`src/rtl/dmem_bus_stall_unit.sv`:
```
`default_nettype none
// dmem_bus_stall_unit: MEM-stage load/store to single Wishbone B4 classic cycle, with pipeline stall.
// Rev 1.0. Optional BUSY timeout abort: define DMEM_BUS_TIMEOUT_EN.
module dmem_bus_stall_unit #(
  parameter int ADDR_W         = 32,
  parameter int DATA_W         = 32,
  parameter int TIMEOUT_CYCLES = 255
) (
  input  logic              clk,
  input  logic              reset_n,
  input  logic              mem_read,
  input  logic              mem_write,
  input  logic [ADDR_W-1:0] mem_addr,
  input  logic [DATA_W-1:0] mem_wdata,
  input  logic [3:0]        mem_wsel,
  output logic [DATA_W-1:0] mem_rdata,
  output logic              stall_pipl,
  output logic              bus_err,
  output logic              wb_cyc_o,
  output logic              wb_stb_o,
  output logic              wb_we_o,
  output logic [ADDR_W-1:0] wb_adr_o,
  output logic [DATA_W-1:0] wb_dat_o,
  output logic [3:0]        wb_sel_o,
  input  logic [DATA_W-1:0] wb_dat_i,
  input  logic              wb_ack_i,
  input  logic              wb_err_i
);

  typedef enum logic [1:0] {
    S_IDLE = 2'd0,
    S_BUSY = 2'd1,
    S_DONE = 2'd2
  } state_t;

  state_t              r_state;
  logic                r_cyc;
  logic                r_we;
  logic [ADDR_W-1:0]   r_adr;
  logic [DATA_W-1:0]   r_dat;
  logic [3:0]          r_sel;
  logic [DATA_W-1:0]   r_rdata;
  logic                r_bus_err;

  logic w_req;
  logic w_busy;
  logic w_ack;
  logic w_err;
  logic w_timeout;

  assign w_req  = mem_read | mem_write;
  assign w_busy = (r_state == S_BUSY);
  assign w_ack  = w_busy & wb_ack_i;
  assign w_err  = (w_busy & wb_err_i) | w_timeout;

`ifdef DMEM_BUS_TIMEOUT_EN
  localparam int                 c_TMO_W    = $clog2(TIMEOUT_CYCLES + 1);
  localparam logic [c_TMO_W-1:0] c_TMO_LAST = c_TMO_W'(TIMEOUT_CYCLES - 1);

  logic [c_TMO_W-1:0] r_tmo;

  // Held at zero outside BUSY, so it is always clear on entry.
  always_ff @(posedge clk or negedge reset_n) begin
    if (!reset_n) begin
      r_tmo <= '0;
    end else if (!w_busy) begin
      r_tmo <= '0;
    end else begin
      r_tmo <= r_tmo + 1'b1;
    end
  end

  assign w_timeout = w_busy & (r_tmo == c_TMO_LAST);
`else
  assign w_timeout = 1'b0;
`endif

  always_ff @(posedge clk or negedge reset_n) begin
    if (!reset_n) begin
      r_state   <= S_IDLE;
      r_cyc     <= 1'b0;
      r_we      <= 1'b0;
      r_adr     <= '0;
      r_dat     <= '0;
      r_sel     <= 4'b0000;
      r_rdata   <= '0;
      r_bus_err <= 1'b0;
    end else begin
      case (r_state)
        S_IDLE: begin
          r_bus_err <= 1'b0;
          if (w_req) begin
            r_state <= S_BUSY;
            r_cyc   <= 1'b1;
            r_we    <= mem_write;
            r_adr   <= mem_addr;
            r_dat   <= mem_wdata;
            r_sel   <= mem_wsel;
          end
        end
        S_BUSY: begin
          // Error (or timeout) takes priority over a coincident ack.
          if (w_err) begin
            r_state   <= S_DONE;
            r_cyc     <= 1'b0;
            r_we      <= 1'b0;
            r_sel     <= 4'b0000;
            r_bus_err <= 1'b1;
            if (!r_we) begin
              r_rdata <= '0;
            end
          end else if (w_ack) begin
            r_state <= S_DONE;
            r_cyc   <= 1'b0;
            r_we    <= 1'b0;
            r_sel   <= 4'b0000;
            if (!r_we) begin
              r_rdata <= wb_dat_i;
            end
          end
        end
        S_DONE: begin
          r_state   <= S_IDLE;
          r_bus_err <= 1'b0;
        end
        default: begin
          r_state <= S_IDLE;
          r_cyc   <= 1'b0;
          r_we    <= 1'b0;
          r_sel   <= 4'b0000;
        end
      endcase
    end
  end

  assign stall_pipl = w_req & (r_state != S_DONE);
  assign mem_rdata  = r_rdata;
  assign bus_err    = r_bus_err;
  assign wb_cyc_o   = r_cyc;
  assign wb_stb_o   = r_cyc;
  assign wb_we_o    = r_we;
  assign wb_adr_o   = r_adr;
  assign wb_dat_o   = r_dat;
  assign wb_sel_o   = r_sel;

endmodule
`default_nettype wire
```
`config.mk`:
```
export PLATFORM = sky130hd
export DESIGN_NAME = dmem_bus_stall_unit
export DESIGN_NICKNAME = d
export VERILOG_FILES = /design/src/rtl/dmem_bus_stall_unit.sv
export SDC_FILE = /design/constraint.sdc
export NUM_CORES = 1
export LEC_CHECK = 0
export CAP_MARGIN = 20
export CORE_MARGIN = 2
export CORE_UTILIZATION = 43
export DETAILED_ROUTE_END_ITERATION = 10
export PLACE_DENSITY = 0.93
export SLEW_MARGIN = 20
export SYNTH_ARGS = -nofsm -noshare
export SYNTH_HDL_FRONTEND = slang
export SYNTH_SLANG_ARGS = --single-unit
```
`constraint.sdc`:
```
create_clock -name clk -period 3.4 [get_ports clk]
set_clock_uncertainty 0.15 [all_clocks]
set_input_delay 1.02 -clock clk [delete_from_list [all_inputs] [get_ports clk]]
set_output_delay 1.02 -clock clk [all_outputs]
set_load 0.01 [all_outputs]
```
==> results.md, run 1 <==
- Postcts setup bufs: 0
- Via count: slightly above 3000
- Non-Filler Instances: 657
- Cell chain of the critical path: clkdlybuf4s50_1 -> nor2_1 -> a21oi_1 -> dlygate4sd2_1
- Nets: between 600 and 700
- Outcome: finished, final reports clean
- Die height: 103 um
- Final Hold Vio Count: 0
- Largest family of logic cells by synthesized area: multiplexers
- Pwr Total: around 6.0 mW
- Clk buf depth: 2
- Dpl cells: roughly 640
- Vias in the first global route: 3422
- Final min period: approximately 3.2 ns
- Synth area leader: dfrtp_1
- Hold crit path type: flop to flop
- Total CTS buffers: 9
- Post-synth EDFFs: 0
- Most frequent cells in the layout: 208 x clkdlybuf4s50_1, 105 x dfrtp_1, 58 x mux2_2, 34 x inv_1, 34 x nand2_1
- Setup slack on the worst flop-to-flop path: around 1.6 ns
- Drc violations: 0
- Cells after Synth: approximately 310
- Root cell of the clock tree: clkbuf_8
- Ant. Diodes: 0
- Clk sinks: 105
- Synth Area in Compound Gates: 0.0200
- Synth area leaders: dfrtp_1 62%, mux2_2 15%, mux2i_1 7.5%
- Routed wire length per instance: 16.0 um
- Synthesized Nets: 413
- Setup WS pre-CTS: -0.0737 ns
- Crit-path max cell delay: ~0.50 ns
- TritonCTS clock tree: done
- WHS: about 0.35 ns
- Final Wtd Congestion: approximately 0.75
- Detailed Routing Iterations Pass 1: 4
- Initial antenna violation count: 0
- Synth Area in XOR/XNOR: 0
- Static leakage: between 2 and 3 nW
- Reg2Reg Depth: 4
- Layout cell share with drive strength beyond 1: 0.166
- Reg-to-Reg End: mem_rdata[31]
- Initial DRC Count: slightly below 60
- Skew-Pair Late Insertion Delay: 0.35 ns
- Max VDD drop: 0.469 mV
- Commonest non-fill, non-tap cell in the layout: clkdlybuf4s50_1
- Ys flop type: dfrtp_1
- Mux cell area share after synthesis: 0.245
- Seq cells post-synth: approximately 110
- CP Launch Point: mem_read
- Syn-to-layout area delta: 55.7%
- Simple-Gate Fraction of Synth Area: 0.0521
- Worst Path Arrival: approximately 2.0 ns
- Hold_buf cts: 0
- Critical path start-end classification: input port to output pin
- Global-route wire length before repair: roughly 16 mm
- End of the critical path: stall_pipl
- Syn Std Cell Area: approximately 0.0043 sq mm
- Routed Wire Length: about 10 mm
- Achievable frequency: about 0.31 GHz
- CORE AREA: 0.00968 sq mm
- Resized cells post-CTS: 1
- Grt total ovfl: 0
- Final worst-path setup slack: about 0.20 ns
- Ys Warns: 0
- Site row count: 36
- Syn avg cell area: around 14 sq um
- Post-synth top area share: 0.618
- Vias per std cell: 4.71
- Yosys cell types: 23
- Setup violators final: 0
- Max-slew violation count: 0
- Post-Synth Adder-Cell Area: 0
- Initial core utilization: 0.439
- CP Launch Type: input port
- Worst Tran Pin Value: between 0.6 and 0.7 ns
- Crit Reg-Reg Startpoint: r_state[0]
- Port Buffers: between 200 and 250
- # Max-Cap Violations: 0
- Die area: about 0.011 sq mm
- Critical path endpoint category: output pin
- CTS clk-pin slew, worst paths: roughly 0.09 ns
- Die X: between 100 and 150 um
- Unrepaired setup endpoints after global routing: false
- Relative slew slack: 0.598
- DP Wirelength: 8.02 mm
- Total global-route track usage: 0.201
- Number of routed nets with antenna violations: 0
- H-tree Lvls: 3
- I/O pins: about 210
- CP Max Fanout: 2
- Crit share post-route: 0.941
- CP max-delay cell: clkdlybuf4s50_1
- Final design utilization: 0.684
- Register area share after synthesis: 0.618
- Async SR Flop Fraction: 1.00
- WP data required: 2.23 ns
- PD cells: 909 mW/mm^2
- Largest net degree at the start of global routing: 61
area by class of cell:
cell class | instances | area [sq um]
clock buffer | 10 | 138
inverter | 34 | 128
clock inverter | 5 | 32.5
timing repair buffer | 218 | 2180
sequential | 105 | 2630
fill | 688 | 3060
multi-input combinational | 152 | 1350
tap | 133 | 166
Yosys cell counts (all sizes together), types with 2 or more instances:
| master | count |
|---|---|
| nand2b | 3 |
| mux2 | 64 |
| inv | 34 |
| nor2 | 3 |
| nand2 | 34 |
| dfrtp | 105 |
| nor3 | 2 |
| mux2i | 32 |
| a22o | 4 |
| buf | 16 |
| a21oi | 2 |
per-layer routing:
layer	share of wire	up-vias	wire [um]	track usage
met5	0	-	0	0
li1	-	1431	-	-
met3	0.085	20	896	0.0712
met2	0.51	127	5390	0.348
met1	0.38	1519	3940	0.232
met4	0.024	0	254	0.0709
critical path, delay by kind of cell:
family	cells	cell delay [ns]
AO/OA/AOI/OAI	1	0.15
AND/OR/NAND/NOR	1	0.07
buffers and inverters	2	0.79
state kept, by name (all words and copies together), names as in the netlist:
register / cells
wb_adr_o: 32
wb_cyc_o: 1
wb_dat_o: 32
wb_we_o: 1
r_state: 2
mem_rdata: 32
bus_err: 1
wb_sel_o: 4
power by group:
group | switching (mW) | internal, mW
Sequential | 0.372 | 1.89
Clock | 0.410 | 0.280
Combinational | 1.21 | 1.86
how the worst min path moves through the flow:
| stage | startpoint | end | cells past startpoint |
|---|---|---|---|
| 4_1_cts | wb_dat_o[19] | wb_dat_o[19] | 1 |
| 3_5_place_dp | bus_err | bus_err | 2 |
| 6_report | bus_err | bus_err | 2 |
| 2_1_floorplan | bus_err | bus_err | 2 |
| 3_3_place_gp | wb_dat_o[18] | wb_dat_o[18] | 1 |
| 5_1_grt | wb_adr_o[7] | wb_adr_o[7] | 1 |
through the flow:
stage	instance area (sq um)	TNS, ns
2_1_floorplan	4250	0
3_3_place_gp	6450	-0.0186
3_5_place_dp	6450	-0.0737
4_1_cts	6620	0
5_1_grt	6620	0
6_report	6620	0
cells by family (layout without fill, tap and decap cells):
group                  Yosys count  in the layout
muxes                           96             96
AOI/OAI and AO/OA               11             11
buffers and inverters           50            267
and+or+nand+nor                 45             45
DFF                            105            105
(Power assumes the default switching activity.)
==> run 2, diff against run 1 <==
--- a/config.mk
+++ b/config.mk
@@ -10,6 +10,7 @@
 export CORE_UTILIZATION = 43
 export DETAILED_ROUTE_END_ITERATION = 10
 export PLACE_DENSITY = 0.93
+export REMOVE_ABC_BUFFERS = 1
 export SLEW_MARGIN = 20
 export SYNTH_ARGS = -nofsm -noshare
 export SYNTH_HDL_FRONTEND = slang
==> run 2 against run 1 <==
Setup slack better by 0.046 ns; hold slack worse by 0.018 ns; largest power group unchanged; critical path type unchanged; largest cell class unchanged; die area is the same; critical endpoint unchanged; combinational power about the same.
==> results.md, run 2 (synthesis gave the netlist of run 1 again) <==
- Crit-path max cell delay: 0.48 ns
- Static leakage: approximately 2.9 nW
- Most frequent cells in the layout: 208 x clkdlybuf4s50_1, 105 x dfrtp_1, 58 x mux2_2, 34 x inv_1, 34 x nand2_1
- Sequential share of power: 0.365
- CP Launch Type: input port
- Largest net degree at the start of global routing: 55
- Final Hold Vio Count: 0
- Worst Tran Pin Value: 0.530 ns
- Initial antenna violation count: 0
- Setup slack on the worst flop-to-flop path: between 1 and 1.5 ns
- Max-slew violation count: 0
- Root cell of the clock tree: clkbuf_8
- Commonest non-fill, non-tap cell in the layout: clkdlybuf4s50_1
- Pint: 4.21 mW
- Nets: around 630
- Routed wire length per instance: 15.8 um
- Relative slew slack: 0.647
- Sw Share: 0.322
- Setup violators final: 0
- Setup WS pre-CTS: -0.0554 ns
- Final min period: 3.15 ns
- Initial core utilization: 0.439
- Hold crit path type: flop to flop
- Final worst-path setup slack: roughly 0.25 ns
- Die height: between 100 and 150 um
- Clk network pwr share: 0.140
- Max VDD drop: approximately 0.53 mV
- Cell chain of the critical path: clkdlybuf4s50_1 -> nor2_1 -> a21oi_1 -> dlygate4sd2_1
- Via count: between 3000 and 4000
- I/O pins: ~210
- Critical path endpoint category: output pin
- CORE AREA: roughly 0.0097 sq mm
- Syn-to-layout area delta: 57.3%
- Die area: between 0.01 and 0.015 sq mm
- Unrepaired setup endpoints after global routing: false
- Skew-Pair Late Insertion Delay: around 0.35 ns
- Achievable frequency: approximately 0.32 GHz
- CP max-delay cell: clkdlybuf4s50_1
- DP Wirelength: between 7 and 8 mm
- Clk buf depth: 2
- TritonCTS clock tree: done
- Routed Wire Length: about 10 mm
- Site row count: 36
- CTS clk-pin slew, worst paths: 0.09 ns
- Final Wtd Congestion: approximately 0.77
- Drc violations: 0
- Vias per std cell: ~4.7
- # Max-Cap Violations: 0
- Port Buffers: 210
- H-tree Lvls: 3
- Die X: 103 um
- Detailed Routing Iterations Pass 1: 4
- Worst Path Arrival: about 2 ns
- Logic pwr share: 0.495
- PD cells: between 900 and 1000 mW/mm^2
- Postcts setup bufs: 0
- Critical path start-end classification: input port to output pin
- Initial DRC Count: 93
- Crit share post-route: 0.928
- Total CTS buffers: 9
- Clk sinks: about 110
- Outcome: finished, final reports clean
- Vias in the first global route: 3205
- Grt total ovfl: 0
- Layout cell share with drive strength beyond 1: 0.167
- CP Max Fanout: 2
- Global-route wire length before repair: ~15 mm
- Total global-route track usage: 0.190
- NetSw: 2.00 mW
- Ant. Diodes: 0
- WP data required: 2.23 ns
- Pwr Total: between 6 and 7 mW
- Number of routed nets with antenna violations: 0
run 2: area by class of cell:
| type | count | area [sq um] |
|---|---|---|
| clock inverter | 4 | 75.1 |
| tap | 133 | 166 |
| clock buffer | 12 | 155 |
| inverter | 34 | 128 |
| timing repair buffer | 219 | 2190 |
| fill | 674 | 2990 |
| sequential | 105 | 2630 |
| multi-input combinational | 152 | 1350 |
run 2: final timing paths:
check | start | end | depth (start not counted)
max | mem_read | stall_pipl | 4
min | bus_err | bus_err | 2
max reg2reg | r_state[0] | mem_rdata[5] | 4
min reg2reg | bus_err | bus_err | 2
max in group asynchronous | reset_n | wb_dat_o[20] | 2
min in group asynchronous | reset_n | mem_rdata[22] | 1
run 2: metrics by stage:
stage	utilization	setup TNS (ns)	cell area (sq um)	cells	hold slack (ns)
after CTS	0.691	0	6690	659	0.341
after global routing	0.691	0	6690	659	0.373
final	0.691	0	6690	659	0.334
after detailed placement	0.667	-0.0554	6460	643	0.316
after global placement	0.667	0	6460	643	0.316
after floorplan	-	0	4100	291	0.367
run 2: power groups by stage:
stage / logic, mW / clock network, mW / registers [mW]
3_3_place_gp: 3.01 / 0 / 2.25
4_1_cts: 3.11 / 0.889 / 2.27
5_1_grt: 3.28 / 0.938 / 2.35
3_5_place_dp: 3.11 / 0 / 2.29
2_1_floorplan: 1.07 / 0 / 2.55
6_report: 3.07 / 0.871 / 2.26
run 2: worst max-delay path, delay by kind of cell:
kind	cells	cell delay, ns
compound gates	1	0.12
buf+inv	2	0.78
simple gates	1	0.06
run 2: metal layers:
layer / track usage / vias to the layer above / wire length (um)
met5: 0 / - / 0
met2: 0.323 / 151 / 5080
met4: 0.0881 / 0 / 230
met3: 0.0786 / 20 / 1120
met1: 0.206 / 1460 / 4000
li1: - / 1438 / -
run 2: repair_timing:
item,in CTS,in global routing
gates resized for setup,1,0
hold buffers,0,0
endpoints found under the setup margin,1,0
